## config.mk

```make
export PLATFORM = sky130hd
export DESIGN_NAME = wb_cfg_master
export DESIGN_NICKNAME = d
export VERILOG_FILES = /design/src/rtl/wb_cfg_master.sv
export SDC_FILE = /design/constraint.sdc
export NUM_CORES = 1
export LEC_CHECK = 0
export BUFFER_PORTS_ARGS = -buffer_cell sky130_fd_sc_hd__buf_2
export CAP_MARGIN = 15
export CORE_ASPECT_RATIO = 1.1
export CORE_MARGIN = 5
export CORE_UTILIZATION = 45
export CTS_CLUSTER_SIZE = 30
export DETAILED_ROUTE_END_ITERATION = 7
export PLACE_DENSITY = 0.88
export SYNTH_ARGS = -nofsm -noshare
export SYNTH_HDL_FRONTEND = slang
export SYNTH_SLANG_ARGS = --single-unit
```

## constraint.sdc

```tcl
create_clock -name wb_clk_i -period 3.8 [get_ports wb_clk_i]
set_clock_uncertainty 0.1 [all_clocks]
set_input_delay 0.76 -clock wb_clk_i [delete_from_list [all_inputs] [get_ports wb_clk_i]]
set_output_delay 0.76 -clock wb_clk_i [all_outputs]
set_load 0.05 [all_outputs]
```

## src/rtl/wb_cfg_master.sv

```systemverilog
// Single-outstanding command-to-Wishbone-classic bridge (cyc/stb master).
// Optional WB_CFG_MASTER_TIMEOUT_EN adds a per-transaction ack timeout.
module wb_cfg_master #(
  parameter int unsigned TIMEOUT_CYCLES = 255
) (
  input  logic        wb_clk_i,
  input  logic        rst_n,
  input  logic        cmd_valid,
  output logic        cmd_ready,
  input  logic        cmd_we,
  input  logic [31:0] cmd_adr,
  input  logic [31:0] cmd_dat,
  output logic        rsp_valid,
  input  logic        rsp_ready,
  output logic [31:0] rsp_dat,
  output logic        rsp_err,
  output logic        wbm_cyc_o,
  output logic        wbm_stb_o,
  output logic        wbm_we_o,
  output logic [3:0]  wbm_sel_o,
  output logic [31:0] wbm_adr_o,
  output logic [31:0] wbm_dat_o,
  input  logic        wbm_ack_i,
  input  logic [31:0] wbm_dat_i
);

  typedef enum logic [1:0] {
    S_IDLE,
    S_BUS,
    S_RESP
  } state_t;

  state_t      state_q;
  state_t      state_d;
  logic        cyc_d;
  logic        we_d;
  logic [31:0] adr_d;
  logic [31:0] dat_d;
  logic [31:0] rdat_d;
  logic        rvld_d;
  logic        rerr_d;
  logic        unused_ok;

`ifdef WB_CFG_MASTER_TIMEOUT_EN
  localparam logic [15:0] TO_LIM = 16'(TIMEOUT_CYCLES);
  logic [15:0] cnt_q;
  logic [15:0] cnt_d;
  assign unused_ok = ^cmd_adr[1:0];
`else
  assign unused_ok = ^{cmd_adr[1:0], (TIMEOUT_CYCLES != 0)};
`endif

  // Next-state and next-output decode; every register holds by default.
  always_comb begin
    state_d = state_q;
    cyc_d   = wbm_cyc_o;
    we_d    = wbm_we_o;
    adr_d   = wbm_adr_o;
    dat_d   = wbm_dat_o;
    rdat_d  = rsp_dat;
    rvld_d  = rsp_valid;
    rerr_d  = rsp_err;
`ifdef WB_CFG_MASTER_TIMEOUT_EN
    cnt_d   = cnt_q;
`endif
    unique case (state_q)
      S_IDLE: begin
        if (cmd_valid && cmd_ready) begin
          state_d = S_BUS;
          cyc_d   = 1'b1;
          we_d    = cmd_we;
          adr_d   = {cmd_adr[31:2], 2'b00};
          dat_d   = cmd_dat;
`ifdef WB_CFG_MASTER_TIMEOUT_EN
          cnt_d   = '0;
`endif
        end
      end
      S_BUS: begin
        if (wbm_ack_i) begin
          state_d = S_RESP;
          cyc_d   = 1'b0;
          rdat_d  = wbm_we_o ? '0 : wbm_dat_i;
          rerr_d  = 1'b0;
          rvld_d  = 1'b1;
        end
`ifdef WB_CFG_MASTER_TIMEOUT_EN
        else if (cnt_q + 16'd1 == TO_LIM) begin
          state_d = S_RESP;
          cyc_d   = 1'b0;
          rdat_d  = '0;
          rerr_d  = 1'b1;
          rvld_d  = 1'b1;
        end else begin
          cnt_d = cnt_q + 16'd1;
        end
`endif
      end
      S_RESP: begin
        if (rsp_ready) begin
          state_d = S_IDLE;
          rvld_d  = 1'b0;
        end
      end
      default: begin
        state_d = S_IDLE;
        cyc_d   = 1'b0;
        rvld_d  = 1'b0;
      end
    endcase
  end

  // State and registered outputs; reset drops any transaction in flight.
  always_ff @(posedge wb_clk_i or negedge rst_n) begin
    if (!rst_n) begin
      state_q   <= S_IDLE;
      cmd_ready <= 1'b1;
      wbm_cyc_o <= 1'b0;
      wbm_we_o  <= 1'b0;
      wbm_sel_o <= 4'h0;
      wbm_adr_o <= '0;
      wbm_dat_o <= '0;
      rsp_valid <= 1'b0;
      rsp_dat   <= '0;
      rsp_err   <= 1'b0;
    end else begin
      state_q   <= state_d;
      cmd_ready <= (state_d == S_IDLE);
      wbm_cyc_o <= cyc_d;
      wbm_we_o  <= we_d;
      wbm_sel_o <= {4{cyc_d}};
      wbm_adr_o <= adr_d;
      wbm_dat_o <= dat_d;
      rsp_valid <= rvld_d;
      rsp_dat   <= rdat_d;
      rsp_err   <= rerr_d;
    end
  end

`ifdef WB_CFG_MASTER_TIMEOUT_EN
  // Ack timeout counter, cleared when a bus cycle starts.
  always_ff @(posedge wb_clk_i or negedge rst_n) begin
    if (!rst_n) cnt_q <= '0;
    else        cnt_q <= cnt_d;
  end
`endif

  assign wbm_stb_o = wbm_cyc_o;

endmodule
```

==> impl_metrics.env <==
export IMPL_status="complete, no violations"
export IMPL_clkLatencyLatePin_ns=0.34
export IMPL_diodes=0
export IMPL_initial_core_util_pct=45.5
export IMPL_setup_violations=0
export IMPL_drive_above_1_share_pct=69.1
export IMPL_cts_buffer_depth=2
export IMPL_wl_um=9570
export IMPL_place_gp_congestion=0.744
export IMPL_final_common_cell="buf_2"
export IMPL_tightest_slew_ns=0.614
export IMPL_grt_max_degree=59
export IMPL_avgViaCountPerCell=4.66
export IMPL_final_cell_mix="buf_2, dfrtp_1, mux2_4, nor2b_1, clkbuf_8"
export IMPL_port_buffers=202
export IMPL_post_cts_buffers=0
export IMPL_seq_area_frac_synth_pct=56.1
export IMPL_design_area_um2=5690
export IMPL_rsz0062_at_grt="false"
export IMPL_rows=38
export IMPL_synth_seq_cells=100
export IMPL_first_iter_violations=77
export IMPL_fin_setup_tns_ns=0
export IMPL_dr_pass1_iters=4
export IMPL_start_kind="register"
export IMPL_syn_inst=265
export IMPL_n_fill_cell=799
export IMPL_finalCriticalPeriod_ns=2.02
export IMPL_cts_repair_resized=0
export IMPL_cp_arrival_ns=1.16
export IMPL_slowest_delay_ns=0.56
export IMPL_grt_pass1_vias=2990
export IMPL_drv_cap=0
export IMPL_wl_per_cell_um=16.3
export IMPL_die_x_um=105
export IMPL_maxSlewViolCount=0
export IMPL_cts_hold_buf=0
export IMPL_met2_usage_pct=26.6
export IMPL_finalCritPeriodShare_pct=53.1
export IMPL_path_cells="buf_2"
export IMPL_antenna_found_initial=0
export IMPL_ios=208
export IMPL_cp_max_fo=4
export IMPL_max_freq_mhz=496
export IMPL_dpl_cell_area_um2=5470
export IMPL_syn_to_final_growth_pct=27.6
export IMPL_drc_errors=0
export IMPL_cts_clk_slew_worst_paths_ns=0.10
export IMPL_fin_util_pct=58.1
export IMPL_hold_viol_final=0
export IMPL_grt_overflow=0
export IMPL_grtUsageMet3_pct=3.95
export IMPL_crit_family="flip-flops"
export IMPL_slew_headroom_pct=59.1
export IMPL_die_area_um2=12000
export IMPL_post_synth_main_area_contributors="dfrtp_1, mux2_4, nor2b_1"
export IMPL_crit_slowest_cell="dfstp_2"
export IMPL_grt_pass1_wl_um=15200
export IMPL_path_buf_inv=1
export IMPL_use_met1_pct=19.5
export IMPL_hold_path_class="in -> async"
export IMPL_yosysTopAreaCell="dfrtp_1"
export IMPL_place_ws_ns=1.49
export IMPL_finalWorstSetupSlack_ns=1.78
export IMPL_synthesis_area_um2=4460
export IMPL_dp_hpwl_um=7270
export IMPL_criticalPathCategory="reg -> out"
export IMPL_cts_sinks=100
export IMPL_cts_buffers=9
export IMPL_synth_cell_types=24
export IMPL_synth_warnings=0
export IMPL_nets=566
export IMPL_clock_tree_htree_level_count=3
export IMPL_syn_avg_cell_area_um2=16.8
export IMPL_grtUsageTotal_pct=15.6
export IMPL_root_buffer="clkbuf_8"
export IMPL_cp_end_kind="output pin"
export IMPL_cts_tree="built"
export IMPL_cp_required_ns=2.94
export IMPL_busiest_layer="met2"
export IMPL_core_area_um2=9790
export IMPL_dieHeight_um=114
export IMPL_antenna_left=0
export IMPL_num_vias=2744
export IMPL_synth_top_area_share_pct=55.6
==> cell usage after synthesis, drive strengths merged <==
library cell	number
mux2	95
o21ai	1
clkbuf	3
a21o	1
nand2	1
dfrtp	99
nand3b	1
nor4bb	1
buf	19
o2bb2ai	1
nor2	2
a211o	2
a21oi	2
conb	1
and2b	1
and3b	1
dfstp	1
nor2b	32
or2b	1
==> metrics by stage <==
| step | hold slack (ns) | cells |
|---|---|---|
| floorplan | 0.364 | 267 |
| global placement | 0.385 | 573 |
| detailed placement | 0.391 | 573 |
| CTS | 0.314 | 589 |
| global route | 0.333 | 589 |
| finish | 0.304 | 589 |
==> flip-flops by register name, summed over array words and instances (netlist names) <==
signal     count
state_q        2
rsp_dat       32
wbm_sel_o      1
wbm_we_o       1
cmd_ready      1
rsp_valid      1
wbm_adr_o     30
wbm_dat_o     32
==> path summary, 6_finish.rpt <==
path	startpoint	cells after the start	slack, ns	to
setup / recovery	cmd_ready$_DFF_PN1_	1	1.78	cmd_ready
hold / removal	rst_n	1	0.30	wbm_adr_o[18]$_DFFE_PN0P_
setup reg to reg	state_q[1]$_DFF_PN0_	3	1.81	rsp_dat[22]$_DFFE_PN0P_
hold reg to reg	wbm_adr_o[24]$_DFFE_PN0P_	1	0.41	wbm_adr_o[24]$_DFFE_PN0P_
max in group asynchronous	rst_n	2	2.57	wbm_adr_o[20]$_DFFE_PN0P_
min in group wb_clk_i	wbm_adr_o[24]$_DFFE_PN0P_	1	0.41	wbm_adr_o[24]$_DFFE_PN0P_
==> per-layer routing <==
| metal | vias to the layer above | routed length, um |
|---|---|---|
| met3 | 13 | 645 |
| met1 | 1334 | 3860 |
| met5 | - | 0 |
| met4 | 0 | 138 |
| li1 | 1286 | - |
| met2 | 111 | 4930 |
==> layout make-up <==
type,instances,area [um2],area share (%)
Tap cell,120,150,2.64
Multi-Input combinational cell,145,1730,30.4
Clock inverter,7,97.6,1.72
Sequential cell,100,2500,44.0
Timing Repair Buffer,208,1080,19.0
Clock buffer,9,124,2.18
==> cell families after synthesis <==
| logic type | Yosys count | synth area share, % |
|---|---|---|
| simple gates | 40 | 5.84 |
| buf+inv | 22 | 5.42 |
| flops | 100 | 56.1 |
| compound gates | 7 | 1.12 |
| mux | 95 | 31.4 |
| other cells | 1 | 0.0841 |
Power is not shown: default switching activity piles up to over one toggle a cycle in this logic, so the estimate is an artifact.
